`src/rtl/hub75_fb_writer_if.sv`:
```
// Raster pixel-stream handshake between an upstream source and hub75_fb_writer.
// The source drives data/SOF/VALID; the writer answers with READY.
interface hub75_fb_writer_if #(
    parameter int PIXEL_DEPTH = 3
) ();
    logic [3*PIXEL_DEPTH-1:0] PIX_DATA;
    logic                     PIX_SOF;
    logic                     PIX_VALID;
    logic                     PIX_READY;

    modport master (output PIX_DATA, PIX_SOF, PIX_VALID, input PIX_READY);
    modport slave  (input PIX_DATA, PIX_SOF, PIX_VALID, output PIX_READY);
endinterface

```
`src/rtl/hub75_fb_writer.sv`:
```
// Writes a raster RGB stream into the HUB75 display RAM, two pixels per word
// (upper-half row in the high half, lower-half row in the low half) via read-modify-write.
module hub75_fb_writer #(
    parameter int PIXEL_DEPTH     = 3,
    parameter int PANELS_NUM      = 2,
    parameter int PANEL_WIDTH     = 8,
    parameter int MULTIPLEX_RATIO = 4,
    parameter int MEM_DATA_WIDTH  = 18,
    parameter int MEM_ADDR_WIDTH  = 6
) (
    input  logic                      CLK,
    input  logic                      RESET,
    hub75_fb_writer_if.slave          pix,
    output logic [MEM_ADDR_WIDTH-1:0] RD_ADDR,
    input  logic [MEM_DATA_WIDTH-1:0] RD_DATA,
    output logic [MEM_ADDR_WIDTH-1:0] WR_ADDR,
    output logic [MEM_DATA_WIDTH-1:0] WR_DATA,
    output logic                      WR_EN,
    output logic                      FRAME_DONE,
    output logic                      ERR_SOF
);
    localparam int LINE   = PANELS_NUM * PANEL_WIDTH;
    localparam int ROWS   = 2 * MULTIPLEX_RATIO;
    localparam int X_W    = (LINE > 1) ? $clog2(LINE) : 1;
    localparam int Y_W    = $clog2(ROWS);
    localparam int HALF_W = MEM_DATA_WIDTH / 2;
    localparam int PIX_W  = 3 * PIXEL_DEPTH;

    typedef enum logic [1:0] {IDLE, RD_WAIT, MERGE} state_t;

    state_t                    state_q, state_d;
    logic [X_W-1:0]            x_q, x_d;
    logic [Y_W-1:0]            y_q, y_d;
    logic                      last_q, last_d;
    logic [MEM_ADDR_WIDTH-1:0] rd_addr_q, rd_addr_d;
    logic [MEM_ADDR_WIDTH-1:0] wr_addr_q, wr_addr_d;
    logic [MEM_DATA_WIDTH-1:0] wr_data_q, wr_data_d;
    logic                      wr_en_q, wr_en_d;
    logic                      frame_done_q, frame_done_d;
    logic                      err_sof_q, err_sof_d;
    logic [PIX_W-1:0]          pix_q, pix_d;
    logic                      half_q, half_d;

    logic                      pix_ready;
    logic                      accept;
    logic [X_W-1:0]            cur_x;
    logic [Y_W-1:0]            cur_y;
    logic [Y_W-1:0]            cur_rp;
    logic [MEM_ADDR_WIDTH-1:0] cur_addr;

    // READY is gated by RESET so no pixel can be accepted during a reset cycle.
    assign pix_ready     = (state_q == IDLE) && !RESET;
    assign pix.PIX_READY = pix_ready;
    assign accept        = pix_ready && pix.PIX_VALID;

    // An accepted SOF pins the pixel to (0,0) whatever the counters say.
    always_comb begin
        cur_x    = pix.PIX_SOF ? '0 : x_q;
        cur_y    = pix.PIX_SOF ? '0 : y_q;
        cur_rp   = (cur_y >= Y_W'(MULTIPLEX_RATIO)) ? cur_y - Y_W'(MULTIPLEX_RATIO) : cur_y;
        cur_addr = MEM_ADDR_WIDTH'(cur_rp) * MEM_ADDR_WIDTH'(LINE) + MEM_ADDR_WIDTH'(cur_x);
    end

    always_comb begin
        state_d      = state_q;
        x_d          = x_q;
        y_d          = y_q;
        last_d       = last_q;
        rd_addr_d    = rd_addr_q;
        wr_addr_d    = wr_addr_q;
        wr_data_d    = wr_data_q;
        wr_en_d      = 1'b0;
        frame_done_d = 1'b0;
        err_sof_d    = 1'b0;
        pix_d        = pix_q;
        half_d       = half_q;
        case (state_q)
            IDLE: begin
                if (accept) begin
                    pix_d     = pix.PIX_DATA;
                    half_d    = (cur_y >= Y_W'(MULTIPLEX_RATIO));
                    rd_addr_d = cur_addr;
                    last_d    = (cur_x == X_W'(LINE - 1)) && (cur_y == Y_W'(ROWS - 1));
                    err_sof_d = pix.PIX_SOF && ((x_q != '0) || (y_q != '0));
                    if (cur_x == X_W'(LINE - 1)) begin
                        x_d = '0;
                        y_d = (cur_y == Y_W'(ROWS - 1)) ? '0 : cur_y + Y_W'(1);
                    end else begin
                        x_d = cur_x + X_W'(1);
                        y_d = cur_y;
                    end
                    state_d = RD_WAIT;
                end
            end
            RD_WAIT: state_d = MERGE;
            MERGE: begin
                // rd_addr_q still holds this pixel's address, so it doubles as the write address.
                wr_data_d    = half_q ? {RD_DATA[MEM_DATA_WIDTH-1:HALF_W], pix_q}
                                      : {pix_q, RD_DATA[HALF_W-1:0]};
                wr_addr_d    = rd_addr_q;
                wr_en_d      = 1'b1;
                frame_done_d = last_q;
                state_d      = IDLE;
            end
            default: state_d = IDLE;
        endcase
    end

    always_ff @(posedge CLK) begin
        if (RESET) begin
            state_q      <= IDLE;
            x_q          <= '0;
            y_q          <= '0;
            last_q       <= 1'b0;
            rd_addr_q    <= '0;
            wr_addr_q    <= '0;
            wr_data_q    <= '0;
            wr_en_q      <= 1'b0;
            frame_done_q <= 1'b0;
            err_sof_q    <= 1'b0;
        end else begin
            state_q      <= state_d;
            x_q          <= x_d;
            y_q          <= y_d;
            last_q       <= last_d;
            rd_addr_q    <= rd_addr_d;
            wr_addr_q    <= wr_addr_d;
            wr_data_q    <= wr_data_d;
            wr_en_q      <= wr_en_d;
            frame_done_q <= frame_done_d;
            err_sof_q    <= err_sof_d;
        end
    end

    always_ff @(posedge CLK) begin
        pix_q  <= pix_d;
        half_q <= half_d;
    end

    assign RD_ADDR    = rd_addr_q;
    assign WR_ADDR    = wr_addr_q;
    assign WR_DATA    = wr_data_q;
    assign WR_EN      = wr_en_q;
    assign FRAME_DONE = frame_done_q;
    assign ERR_SOF    = err_sof_q;
endmodule

```
`src/flat_wrapper.sv`:
```
// flat-port wrapper written by rule: the top's interface ports become plain ports
module hub75_fb_writer_flat 
#(
    parameter int PIXEL_DEPTH     = 3,
    parameter int PANELS_NUM      = 2,
    parameter int PANEL_WIDTH     = 8,
    parameter int MULTIPLEX_RATIO = 4,
    parameter int MEM_DATA_WIDTH  = 18,
    parameter int MEM_ADDR_WIDTH  = 6
)
  (CLK, RESET, RD_ADDR, RD_DATA, WR_ADDR, WR_DATA, WR_EN, FRAME_DONE, ERR_SOF, pix_PIX_DATA, pix_PIX_SOF, pix_PIX_VALID, pix_PIX_READY);
  hub75_fb_writer_if #(.PIXEL_DEPTH(PIXEL_DEPTH)) pix_i ();
  input  logic CLK;
  input  logic RESET;
  output logic [MEM_ADDR_WIDTH-1:0] RD_ADDR;
  input  logic [MEM_DATA_WIDTH-1:0] RD_DATA;
  output logic [MEM_ADDR_WIDTH-1:0] WR_ADDR;
  output logic [MEM_DATA_WIDTH-1:0] WR_DATA;
  output logic WR_EN;
  output logic FRAME_DONE;
  output logic ERR_SOF;
  input wire logic [$bits(pix_i.PIX_DATA)-1:0] pix_PIX_DATA;
  input wire logic [$bits(pix_i.PIX_SOF)-1:0] pix_PIX_SOF;
  input wire logic [$bits(pix_i.PIX_VALID)-1:0] pix_PIX_VALID;
  output wire logic [$bits(pix_i.PIX_READY)-1:0] pix_PIX_READY;
  assign pix_i.PIX_DATA = pix_PIX_DATA;
  assign pix_i.PIX_SOF = pix_PIX_SOF;
  assign pix_i.PIX_VALID = pix_PIX_VALID;
  assign pix_PIX_READY = pix_i.PIX_READY;
  hub75_fb_writer #(.PIXEL_DEPTH(PIXEL_DEPTH), .PANELS_NUM(PANELS_NUM), .PANEL_WIDTH(PANEL_WIDTH), .MULTIPLEX_RATIO(MULTIPLEX_RATIO), .MEM_DATA_WIDTH(MEM_DATA_WIDTH), .MEM_ADDR_WIDTH(MEM_ADDR_WIDTH)) u_core (.CLK(CLK), .RESET(RESET), .pix(pix_i), .RD_ADDR(RD_ADDR), .RD_DATA(RD_DATA), .WR_ADDR(WR_ADDR), .WR_DATA(WR_DATA), .WR_EN(WR_EN), .FRAME_DONE(FRAME_DONE), .ERR_SOF(ERR_SOF));
endmodule
```
`config.mk`:
```
export PLATFORM = sky130hd
export DESIGN_NAME = hub75_fb_writer_flat
export DESIGN_NICKNAME = d
export VERILOG_FILES = /design/src/rtl/hub75_fb_writer_if.sv /design/src/rtl/hub75_fb_writer.sv /design/src/flat_wrapper.sv
export SDC_FILE = /design/constraint.sdc
export NUM_CORES = 1
export LEC_CHECK = 0
export ABC_AREA = 1
export BUFFER_PORTS_ARGS = -buffer_cell sky130_fd_sc_hd__buf_4
export CAP_MARGIN = 40
export CORE_ASPECT_RATIO = 0.7
export CORE_MARGIN = 3
export CORE_UTILIZATION = 50
export DETAILED_ROUTE_END_ITERATION = 10
export HOLD_SLACK_MARGIN = 0.12
export MAX_ROUTING_LAYER = met4
export PLACE_DENSITY_LB_ADDON = 0.2
export SLEW_MARGIN = 20
export SYNTH_ARGS = -nofsm -noshare
export SYNTH_HDL_FRONTEND = slang
export SYNTH_SLANG_ARGS = --single-unit
export TNS_END_PERCENT = 10
```
`constraint.sdc`:
```
create_clock -name CLK -period 4.05 [get_ports CLK]
set_input_delay 0.405 -clock CLK [delete_from_list [all_inputs] [get_ports CLK]]
set_output_delay 0.405 -clock CLK [all_outputs]
set_load 0.05 [all_outputs]
```
==> results of run 1 <==
[power by group]
part / switching, mW / leakage [nW] / internal (mW)
registers: 0.0135 / 0.443 / 0.558
clock network: 0.168 / 0.0681 / 0.245
logic: 0.100 / 0.790 / 0.0511
[flip-flops by register name, indices dropped and copies added, names as in the netlist]
signal / cells
u_core.last_q: 1
u_core.pix_q: 9
u_core.WR_DATA: 18
u_core.FRAME_DONE: 1
u_core.RD_ADDR: 6
u_core.y_q: 3
u_core.state_q: 2
u_core.x_q: 4
u_core.WR_EN: 1
u_core.ERR_SOF: 1
u_core.half_q: 1
u_core.WR_ADDR: 6
[final cells by class]
type,count,area [sq um]
fill,340,1260
tap,52,65.1
multi-input combinational,174,850
timing repair buffer,64,480
inverter,23,87.6
clock inverter,3,65.1
clock buffer,5,68.8
sequential,53,1160
[stage by stage]
stage	hold WS, ps	area (sq um)
floorplan	424	2170
global placement	444	2640
detailed placement	444	2640
CTS	266	2780
global route	255	2780
finish	274	2780
[worst max-delay path, delay by kind of cell (launching register included)]
kind,cells,cell delay [ps]
AOI/OAI and AO/OA,1,90
buffers and inverters,1,670
DFF,1,810
and+or+nand+nor,1,210
[cells by family after synthesis]
logic type | synth area share
AND/OR/NAND/NOR | 0.194
AO/OA/AOI/OAI | 0.181
flip-flops | 0.536
buffers and inverters | 0.0716
adder cells (fa/ha/maj) | 0.0173
[placed cells by master (no fill, tap or decap), types with 10 or more instances in the layout]
master                      n
sky130_fd_sc_hd__buf_4     64
sky130_fd_sc_hd__nand3_1   10
sky130_fd_sc_hd__nor2_1    22
sky130_fd_sc_hd__inv_1     19
sky130_fd_sc_hd__a21oi_1   41
sky130_fd_sc_hd__o21ai_0   27
sky130_fd_sc_hd__dfxtp_1   43
sky130_fd_sc_hd__nand2_1   54
sky130_fd_sc_hd__edfxtp_1  10
[cells in the mapped netlist, types with 2 or more instances]
cell type / count
sky130_fd_sc_hd__dfxtp_1: 43
sky130_fd_sc_hd__edfxtp_1: 10
sky130_fd_sc_hd__inv_1: 19
sky130_fd_sc_hd__nand2_1: 54
sky130_fd_sc_hd__nand2_2: 6
sky130_fd_sc_hd__nand3_1: 10
sky130_fd_sc_hd__buf_2: 6
sky130_fd_sc_hd__a21oi_2: 6
sky130_fd_sc_hd__inv_2: 2
sky130_fd_sc_hd__ha_1: 3
sky130_fd_sc_hd__clkbuf_1: 5
sky130_fd_sc_hd__o21ai_0: 27
sky130_fd_sc_hd__nor2_1: 22
sky130_fd_sc_hd__a21oi_1: 41
[worst max path at each step]
stage,from,cells past startpoint,to
final,u_core.half_q,3,u_core.WR_DATA[10]
after floorplan,pix_PIX_SOF,9,u_core.y_q[1]
after global routing,u_core.half_q,3,u_core.WR_DATA[10]
after CTS,u_core.half_q,3,u_core.WR_DATA[10]
after global placement,u_core.half_q,3,u_core.WR_DATA[3]
after detailed placement,u_core.half_q,3,u_core.WR_DATA[10]
[metal layers]
layer	share of wire	routed length, um
met1	0.46	2450
met2	0.44	2380
met3	0.090	482
met4	0.0067	36
met5	0	0
==> results.txt, run 1 <==
----------------------------------------------------
[Setup path]
  Reg-to-reg endpoint ... u_core.WR_DATA[10]
  Crit path DAT ... 2080 ps
  Delay contributed by the slowest stage of the critical path ... 810 ps
  Critical Path RT ... 4230 ps
  CP startpoint kind ... register
  Capturing element type of the critical path ... register
  Critical Setup Path Class ... register to register
  Reg-to-reg critical path startpoint ... u_core.half_q
  Highest fanout seen on the critical path ... 19
  Max stage delay cell, worst path ... sky130_fd_sc_hd__edfxtp_1
  Depth of the worst register-to-register path ... 3
  Critical-path cell list ... clkinv_1, nand2_1, a21oi_1
  Worst reg2reg setup slack ... 2160 ps

[Floorplan]
  Die Footprint ... 0.00517 sq mm
  Number of standard-cell rows in the floorplan ... 19
  Width of the die ... 84.7 um
  Die Span Y ... 61.1 um
  Area of the core ... 0.00404 sq mm
  I/O pin cnt ... 65
  Starting utilization of the core area ... 0.536

[Cells and area]
  Net count of the finished layout ... 355
  Utilization after layout ... 0.687
  Share of layout cells above drive strength 1 ... 0.280
  Area growth, synth to finish ... 28.2%
  Post-Layout Cell Count ... 374
  Antenna diode count ... 0

[Timing]
  # setup viols final ... 0
  Post-route fraction of the period consumed by the critical path ... 0.468
  Fmax ... 528 MHz
  Clk_skew ... 10.4 ps
  Fin worst setup slack ... 2160 ps
  Final Hold Violating Endpoints ... 0
  Setup Total Neg Slack ... 0 ps
  Worst slew pin tran ... 867 ps
  Unrepaired setup endpoints after global routing ... false
  Max Transition Viols Final ... 0
  Max transition margin ... 0.421
  Final min period ... 1890 ps

[Global routing]
  Gr usage total ... 0.216
  Via count of the first global-routing pass ... 1816
  GRT busiest layer ... met2
  Number of antenna violations at the first check in global routing ... 0
  Met2 capacity usage during global routing ... 0.327
  Remaining global-route overflow ... 0
  First-pass GRT wire length ... 8510 um
  Met3 GRT Util ... 0.0481
  Maximum number of pins on one net before global-route repair ... 31
  Met1 GRT Util ... 0.292

[Placement]
  Worst slack, placed ... 2210 ps
  Count of input and output buffers ... 64
  Final estimated routing congestion in global placement ... 0.877
  Detailed placer's ending HPWL ... 3500 um
  Number of placed cells counting well taps ... 366

[Clocking]
  Clock insertion delay at the later pin of the skew report ... 300 ps
  # clock sinks ... 53
  Maximum count of clock buffers along a single path ... 2
  Clock edge transition at the registers on the reported setup and hold paths ... 100 ps
  Clock root buffer ... sky130_fd_sc_hd__clkbuf_8
  Cts bufs inserted ... 5
  TritonCTS clock tree ... built
  CTS H-Tree Depth ... 2
  Hold buffers post-CTS ... 0
  Buffers inserted during post-CTS setup optimization ... 0
  Number of gates given a new drive strength after cts ... 0

[Yosys]
  Leading post-synthesis cells by cell area ... sky130_fd_sc_hd__dfxtp_1 (40%), sky130_fd_sc_hd__edfxtp_1 (14%), sky130_fd_sc_hd__a21oi_1 (9.5%)
  Share of flip-flops with an asynchronous set or reset ... 0
  Dominant register cell in the synthesized netlist ... sky130_fd_sc_hd__dfxtp_1
  Mapped Avg Cell Area ... 8.24 sq um
  Portion of synthesized cell area occupied by the leading cell type ... 0.397
  Biggest area consumer among synthesized cells ... sky130_fd_sc_hd__dfxtp_1
  Net Count, Synth ... 297
  Post-synthesis sequential area ratio ... 0.536
  Post-synthesis sequential element count ... 53
  Post-synthesis cell type count ... 23
  Mapped Area ... 0.00217 sq mm
  Instance count of the mapped netlist ... 263
  Number of warnings issued by yosys ... 0
  Count of flip-flops with a built-in enable after synthesis ... 10

[Pwr]
  VDD IR max ... 0.244 mV
  Static power due to leakage ... 1.30 nW
  Final Power ... 1.14 mW
  Total power density per cell area ... 409 mW/mm^2

[Routing]
  Final Routed Wirelength ... 5350 um
  Post-detailed-route DRC marker count ... 0
  Vias per std cell ... 5.34
  Violation count after the first detailed-routing iteration ... 140
  Wire length per cell after detailed routing ... 14.3 um
  Antenna Nets Post-Route ... 0
  Number of iterations in the first detailed-routing pass ... 5
  Via count ... 1999

[Hold path]
  Worst hold-check path type ... input port to register
  Worst hold stages ... 1
  Capture endpoint of the worst hold path ... u_core.pix_q[6]
  Startpoint of the worst hold path ... pix_PIX_DATA[6]

[Run status]
  Status ... finished, final reports clean

[Run]
  Max Cap Violations ... 0

----------------------------------------------------
Power figures use the tool's default switching activity.
==> inputs of run 2 (changes only) <==
- CORE_UTILIZATION: 50 -> 46
- clock period: 4.05 -> 1.6 ns (I/O delays scaled with it)
==> run 2 against run 1 <==
  * Core utilization shrank 1.2 points
  * Critical path type unchanged
  * Maximum frequency grew 35%
  * Design area grew 7.6%
  * Critical path depth grew 7
  * Die area grew 7.9%
==> results.txt, run 2 (synthesis results as in run 1) <==
----------------------------------------------------
[Run status]
  Status ... finished, final reports clean (unchanged)

[Floorplan]
  I/O pin cnt ... 65 (unchanged)
  Die Span Y ... 63.4 um (was 61.1 um)
  Width of the die ... 88.0 um (was 84.7 um)
  Starting utilization of the core area ... 0.489 (was 0.536)
  Number of standard-cell rows in the floorplan ... 20 (was 19)
  Area of the core ... 0.00443 sq mm (was 0.00404 sq mm)
  Die Footprint ... 0.00558 sq mm (was 0.00517 sq mm)

[Global routing]
  Via count of the first global-routing pass ... 1884 (was 1816)
  First-pass GRT wire length ... 8640 um (was 8510 um)
  Remaining global-route overflow ... 0 (unchanged)
  Number of antenna violations at the first check in global routing ... 0 (unchanged)
  Gr usage total ... 0.204 (was 0.216)
  Maximum number of pins on one net before global-route repair ... 26 (was 31)

[Cells and area]
  Most common cell after layout, fill and taps aside ... sky130_fd_sc_hd__buf_4 (unchanged)
  Max FFs per register ... 18 (unchanged)
  Antenna diode count ... 0 (unchanged)
  Net count of the finished layout ... 379 (was 355)
  Fillcell total ... 379 (was 340)
  Area growth, synth to finish ... 38.0% (was 28.2%)
  Share of layout cells above drive strength 1 ... 0.277 (was 0.280)
  Utilization after layout ... 0.675 (was 0.687)
  FF+latch area ... 0.00116 sq mm (about the same)
  Area of combinational cells with multiple inputs ... 852 sq um (was 850 sq um)
  Commonest cells after routing, fill and taps aside ... sky130_fd_sc_hd__buf_4 (69), sky130_fd_sc_hd__nand2_1 (54), sky130_fd_sc_hd__dfxtp_1 (42), sky130_fd_sc_hd__a21oi_1 (41), sky130_fd_sc_hd__o21ai_0 (27) (was sky130_fd_sc_hd__buf_4 (64), sky130_fd_sc_hd__nand2_1 (54), sky130_fd_sc_hd__dfxtp_1 (43), sky130_fd_sc_hd__a21oi_1 (41), sky130_fd_sc_hd__o21ai_0 (27))
  Final cell area excluding filler cells ... 0.00299 sq mm (was 0.00278 sq mm)

[Pwr]
  Switching power share of the total ... 0.265 (was 0.248)
  Power share of the sequential group ... 0.520 (was 0.503)
  Internal power ... 2.04 mW (was 855 uW)
  Net Switching ... 734 uW (was 282 uW)
  Logic pwr share ... 0.156 (was 0.133)
  Total power density per cell area ... 928 mW/mm^2 (was 409 mW/mm^2)
  Clock network power share ... 0.325 (was 0.364)
  VDD IR max ... 0.575 mV (was 0.244 mV)
  Static power due to leakage ... 1.39 nW (was 1.30 nW)

[Setup path]
  Highest fanout seen on the critical path ... 5 (was 19)
  Critical Setup Path Class ... register to register (unchanged)
  Delay contributed by the slowest stage of the critical path ... 370 ps (was 810 ps)
  Launching element of the worst setup path ... u_core.x_q[1] (was u_core.half_q)
  Reg-to-reg endpoint ... u_core.y_q[0] (was u_core.WR_DATA[10])
  CP startpoint kind ... register (unchanged)
  Reg-to-reg critical path startpoint ... u_core.x_q[1] (was u_core.half_q)
  Depth of the worst register-to-register path ... 10 (was 3)
  Max stage delay cell, worst path ... sky130_fd_sc_hd__dfxtp_2 (was sky130_fd_sc_hd__edfxtp_1)
  Crit path DAT ... 1620 ps (was 2080 ps)
  Capturing element type of the critical path ... register (unchanged)
  Setup crit end ... u_core.y_q[0] (was u_core.WR_DATA[10])
  Worst reg2reg setup slack ... 190 ps (was 2160 ps)
  Dominant cell type by count on the critical path ... sky130_fd_sc_hd__nand2_1
  Critical Path RT ... 1820 ps (was 4230 ps)
  Critical-path cell list ... inv_1, nor2_1, ha_1, nand2_1, inv_1, nand2_1, nand2_1, nand3_1, nand2_1, inv_1 (was clkinv_1, nand2_1, a21oi_1)

[Routing]
  Antenna Nets Post-Route ... 0 (unchanged)
  Final Routed Wirelength ... 5410 um (was 5350 um)
  Post-detailed-route DRC marker count ... 0 (unchanged)
  Wire length per cell after detailed routing ... 13.5 um (was 14.3 um)
  Violation count after the first detailed-routing iteration ... 148 (was 140)
  Via count ... 1994 (was 1999)
  Vias per std cell ... 4.97 (was 5.34)
  Number of iterations in the first detailed-routing pass ... 4 (was 5)

[Placement]
  Cell area reported after detailed placement ... 0.00269 sq mm (was 0.00264 sq mm)
  Detailed placer's ending HPWL ... 3530 um (was 3500 um)
  Count of input and output buffers ... 64 (unchanged)
  Final estimated routing congestion in global placement ... 0.833 (was 0.877)

[Clocking]
  Clock root buffer ... sky130_fd_sc_hd__clkbuf_8 (unchanged)
  Clock insertion delay at the later pin of the skew report ... 310 ps (was 300 ps)
  Cts bufs inserted ... 5 (unchanged)
  CTS H-Tree Depth ... 2 (unchanged)
  Clock edge transition at the registers on the reported setup and hold paths ... 90 ps (was 100 ps)
  # clock sinks ... 53 (unchanged)
  TritonCTS clock tree ... built (unchanged)
  Maximum count of clock buffers along a single path ... 2 (unchanged)

[Timing]
  Worst slew pin tran ... 530 ps (was 867 ps)
  Fmax ... 712 MHz (was 528 MHz)
  Setup Total Neg Slack ... 0 ps (unchanged)
  Final min period ... 1410 ps (was 1890 ps)
  Post-route fraction of the period consumed by the critical path ... 0.878 (was 0.468)
  Max transition margin ... 0.645 (was 0.421)
  Final Hold Violating Endpoints ... 0 (unchanged)
  Clk_skew ... 5.20 ps (was 10.4 ps)
  Max Transition Viols Final ... 0 (unchanged)
  Unrepaired setup endpoints after global routing ... false (unchanged)
  # setup viols final ... 0 (unchanged)

[Run]
  Max Cap Violations ... 0 (unchanged)

[Hold path]
  Worst hold-check path type ... input port to register (unchanged)

----------------------------------------------------
==> run 2: cell types whose count changed in the layout (fill, tap and decap cells not counted), sizes merged <==
cell         before  now
bufinv            2    1
clkinvlp          0    1
buf              64   69
dlygate4sd3       0   19
==> run 2: worst max-delay path, delay by kind of cell (launching register included) <==
kind / cells / cell delay, ps
fa+ha+maj: 1 / 220
flops: 1 / 370
simple gates: 6 / 560
buf+inv: 3 / 170
==> run 2: how the worst min path moves through the flow <==
stage                    startpoint           endpoint  slack [ps]  cells after the start
floorplan           pix_PIX_DATA[0]    u_core.pix_q[0]         260                      0
global placement    pix_PIX_DATA[1]    u_core.pix_q[1]         340                      1
detailed placement  pix_PIX_DATA[8]    u_core.pix_q[8]         340                      1
CTS                      RD_DATA[4]  u_core.WR_DATA[4]         120                      3
global route             RD_DATA[4]  u_core.WR_DATA[4]         130                      3
finish                   RD_DATA[4]  u_core.WR_DATA[4]         130                      3
==> run 2: final cells by class <==
type                            instances  area share
Sequential cell                        53       0.389
Multi-Input combinational cell        174       0.285
Timing Repair Buffer                   88       0.237
Inverter                               23      0.0293
Clock buffer                            5      0.0230
Tap cell                               55      0.0230
Clock inverter                          3      0.0138
==> run 2: what timing repair did <==
item,in CTS,in global routing
hold buffers,19,0
gates resized for setup,0,2
buffers inserted,0,0
hold endpoints to repair,19,0
setup endpoints to repair,0,4
==> run 2: routing by layer <==
metal	wire, um	global-route usage	part of all wire	vias to the layer above
li1	-	-	-	1027
met1	2660	0.279	0.49	909
met2	2420	0.298	0.45	56
met3	313	0.0484	0.058	2
met4	21	0.0660	0.0039	0
met5	0	-	0	-
==> run 2: per-stage QoR <==
step / total power, mW / hold WS [ps] / setup WS, ps / std cells
6_report: 2.77 / 127 / 195 / 401
5_1_grt: 2.89 / 132 / 31.3 / 401
4_1_cts: 2.78 / 120 / 120 / 401
3_5_place_dp: 1.86 / 340 / 130 / 374
3_3_place_gp: 1.86 / 339 / 195 / 374
2_1_floorplan: 1.72 / 259 / 318 / 263
==> run 2: power groups by stage <==
stage / Clock [mW] / Sequential (mW) / Combinational, mW
detailed placement: 0 / 1.47 / 0.393
finish: 0.901 / 1.44 / 0.432
floorplan: 0 / 1.58 / 0.140
global placement: 0 / 1.47 / 0.392
CTS: 0.912 / 1.44 / 0.431
global route: 0.972 / 1.45 / 0.465
==> inputs of run 3 (changes only) <==
- CORE_UTILIZATION: 46 -> 48
- CTS_BUF_LIST: unset -> sky130_fd_sc_hd__clkbuf_8
==> run 3 against run 2 <==
  * Sequential share of layout area increased by 0.76 points
  * Sequential power about the same
  * Largest power group unchanged
  * First-iteration DRC count is 13% lower
  * Count of clock-buffer cells in the layout unchanged
  * Highest routed layer unchanged
  * Largest cell class unchanged
  * Combinational power is essentially flat
  * Critical path type unchanged
  * Sequential cell count stayed put
==> results.txt, run 3 (synthesis results as in run 1) <==
----------------------------------------------------
[Placement]
  Worst slack, placed ... 122 ps (was 130 ps)
  Number of placed cells counting well taps ... 371 (was 374)
  Count of input and output buffers ... 64 (unchanged)
  Final estimated routing congestion in global placement ... 0.939 (was 0.833)
  Detailed placer's ending HPWL ... 3610 um (was 3530 um)

[Timing]
  Final Hold Violating Endpoints ... 0 (unchanged)
  Worst slew pin tran ... 537 ps (was 530 ps)
  Unrepaired setup endpoints after global routing ... false (unchanged)
  Fmax ... 699 MHz (was 712 MHz)
  Max transition margin ... 0.639 (was 0.645)
  Setup Total Neg Slack ... 0 ps (unchanged)
  Final min period ... 1430 ps (was 1410 ps)
  Max Transition Viols Final ... 0 (unchanged)
  Post-route fraction of the period consumed by the critical path ... 0.894 (was 0.878)
  # setup viols final ... 0 (unchanged)
  Fin worst setup slack ... 170 ps (was 195 ps)
  Clk_skew ... 8.69 ps (was 5.20 ps)

[Global routing]
  First-pass GRT wire length ... 8910 um (was 8640 um)
  Number of antenna violations at the first check in global routing ... 0 (unchanged)
  Via count of the first global-routing pass ... 1953 (was 1884)
  Maximum number of pins on one net before global-route repair ... 26 (unchanged)
  Remaining global-route overflow ... 0 (unchanged)
  Gr usage total ... 0.208 (was 0.204)

[Pwr]
  VDD IR max ... 0.575 mV (about the same)
  Final Power ... 2.58 mW (was 2.77 mW)
  Logic pwr share ... 0.167 (was 0.156)
  Switching power share of the total ... 0.276 (was 0.265)
  Clock network power share ... 0.275 (was 0.325)
  Internal power ... 1.87 mW (was 2.04 mW)
  Net Switching ... 712 uW (was 734 uW)
  Power share of the sequential group ... 0.558 (was 0.520)
  Total power density per cell area ... 880 mW/mm^2 (was 928 mW/mm^2)
  Static power due to leakage ... 1.38 nW (was 1.39 nW)

[Setup path]
  Depth of the worst register-to-register path ... 8 (was 10)
  Reg-to-reg endpoint ... u_core.y_q[2] (was u_core.y_q[0])
  Setup crit end ... u_core.y_q[2] (was u_core.y_q[0])
  Capturing element type of the critical path ... register (unchanged)
  Crit path DAT ... 1630 ps (was 1620 ps)
  Critical Setup Path Class ... register to register (unchanged)
  Highest fanout seen on the critical path ... 5 (unchanged)
  Worst reg2reg setup slack ... 170 ps (was 190 ps)
  CP startpoint kind ... register (unchanged)
  Launching element of the worst setup path ... u_core.x_q[1] (unchanged)
  Critical Path RT ... 1800 ps (was 1820 ps)
  Reg-to-reg critical path startpoint ... u_core.x_q[1] (unchanged)

[Floorplan]
  Starting utilization of the core area ... 0.524 (was 0.489)
  Die Span Y ... 62.2 um (was 63.4 um)
  I/O pin cnt ... 65 (unchanged)
  Die Footprint ... 0.00537 sq mm (was 0.00558 sq mm)
  Number of standard-cell rows in the floorplan ... 19 (was 20)
  Area of the core ... 0.00414 sq mm (was 0.00443 sq mm)
  Width of the die ... 86.3 um (was 88.0 um)

[Routing]
  Met2 wire length ... 2370 um (was 2420 um)
  Routed wire length on met3 ... 355 um (was 313 um)
  Violation count after the first detailed-routing iteration ... 129 (was 148)
  Final Routed Wirelength ... 5360 um (was 5410 um)
  Via count ... 2015 (was 1994)
  Wire length per cell after detailed routing ... 13.5 um (about the same)
  Post-detailed-route DRC marker count ... 0 (unchanged)
  Vias per std cell ... 5.09 (was 4.97)
  Highest metal layer with signal wires ... met4 (unchanged)
  Antenna Nets Post-Route ... 0 (unchanged)
  Wire length on met1 ... 2560 um (was 2660 um)
  Number of iterations in the first detailed-routing pass ... 4 (unchanged)

[Clocking]
  CTS H-Tree Depth ... 2 (unchanged)
  Clock insertion delay at the later pin of the skew report ... 300 ps (was 310 ps)
  Maximum count of clock buffers along a single path ... 2 (unchanged)
  Cts bufs inserted ... 5 (unchanged)
  Clock root buffer ... sky130_fd_sc_hd__clkbuf_8 (unchanged)
  Buffers inserted during post-CTS setup optimization ... 0 (unchanged)
  # clock sinks ... 53 (unchanged)
  TritonCTS clock tree ... built (unchanged)
  Clock edge transition at the registers on the reported setup and hold paths ... 90 ps (about the same)

[Cells and area]
  Share of layout cells above drive strength 1 ... 0.276 (was 0.277)
  Area growth, synth to finish ... 35.5% (was 38.0%)
  Most common cell after layout, fill and taps aside ... sky130_fd_sc_hd__buf_4 (unchanged)
  Max FFs per register ... 18 (unchanged)
  Commonest cells after routing, fill and taps aside ... sky130_fd_sc_hd__buf_4 (69), sky130_fd_sc_hd__nand2_1 (54), sky130_fd_sc_hd__a21oi_1 (41), sky130_fd_sc_hd__dfxtp_1 (41), sky130_fd_sc_hd__o21ai_0 (27) (was sky130_fd_sc_hd__buf_4 (69), sky130_fd_sc_hd__nand2_1 (54), sky130_fd_sc_hd__dfxtp_1 (42), sky130_fd_sc_hd__a21oi_1 (41), sky130_fd_sc_hd__o21ai_0 (27))
  Post-Layout Cell Count ... 396 (was 401)
  Net count of the finished layout ... 377 (was 379)
  Antenna diode count ... 0 (unchanged)
  Fillcell total ... 339 (was 379)

[Hold path]
  Worst hold-check path type ... input port to register (unchanged)

[Run status]
  Status ... finished, final reports clean (unchanged)

[Run]
  Max Cap Violations ... 0 (unchanged)

----------------------------------------------------
-- run 3: cell types whose count changed in the layout (fill, tap and decap cells not counted) --
cell,previous run,this run
sky130_fd_sc_hd__dlygate4sd3_1,19,17
sky130_fd_sc_hd__inv_1,19,21
sky130_fd_sc_hd__bufinv_16,1,0
sky130_fd_sc_hd__clkinv_1,2,1
sky130_fd_sc_hd__clkinv_2,1,2
sky130_fd_sc_hd__clkinvlp_4,1,0
sky130_fd_sc_hd__dfxtp_1,42,41
sky130_fd_sc_hd__dfxtp_2,1,2
sky130_fd_sc_hd__nor2_1,21,22
sky130_fd_sc_hd__nor2_2,2,1
-- run 3: how the worst min path moves through the flow --
stage / startpoint / to / slack [ps] / cells after the start
6_report: RD_DATA[11] / u_core.WR_DATA[11] / 130 / 3
3_5_place_dp: pix_PIX_DATA[7] / u_core.pix_q[7] / 340 / 1
5_1_grt: RD_DATA[3] / u_core.WR_DATA[3] / 130 / 3
2_1_floorplan: pix_PIX_DATA[0] / u_core.pix_q[0] / 260 / 0
3_3_place_gp: pix_PIX_DATA[1] / u_core.pix_q[1] / 340 / 1
4_1_cts: RD_DATA[11] / u_core.WR_DATA[11] / 120 / 3
-- run 3: critical path, stage by stage, from the launching register on --
cell and delay, ps:
sky130_fd_sc_hd__dfxtp_2 370, sky130_fd_sc_hd__inv_1 40, sky130_fd_sc_hd__nor2_1 150, sky130_fd_sc_hd__ha_1 220, sky130_fd_sc_hd__nand2_1 80, sky130_fd_sc_hd__nor2_1 240, sky130_fd_sc_hd__nand2_1 90, sky130_fd_sc_hd__nand3_1 90
sky130_fd_sc_hd__nand2_1 60
-- run 3: cell type report --
| class | count | area, sq um | area share |
|---|---|---|---|
| Clock inverter | 3 | 12.5 | 0.00426 |
| Tap cell | 52 | 65.1 | 0.0222 |
| Clock buffer | 5 | 68.8 | 0.0234 |
| Timing Repair Buffer | 86 | 688 | 0.234 |
| Inverter | 23 | 87.6 | 0.0298 |
| Sequential cell | 53 | 1160 | 0.396 |
| Multi-Input combinational cell | 174 | 850 | 0.289 |
-- run 3: through the flow --
stage	util	instance area [sq um]	hold slack [ps]
finish	0.710	2940	126
CTS	0.709	2930	124
global route	0.710	2940	126
global placement	0.648	2680	342
floorplan	-	2170	259
detailed placement	0.648	2680	341
-- run 3: layer usage --
metal,up-vias,global-route usage
li1,1024,-
met1,909,0.285
met2,73,0.312
met3,9,0.0462
met4,0,0.0603
met5,-,-
-- run 3: power by group through the flow --
stage	registers [mW]	logic (mW)	clock network [mW]
floorplan	1.58	0.140	0
global placement	1.47	0.392	0
detailed placement	1.47	0.396	0
CTS	1.44	0.431	0.716
global route	1.45	0.464	0.769
finish	1.44	0.432	0.711
-- run 3: what timing repair did --
item	CTS	global route
hold buffers	17	0
endpoints found under the hold margin	17	0
resized for setup	0	2
setup endpoints to repair	0	4
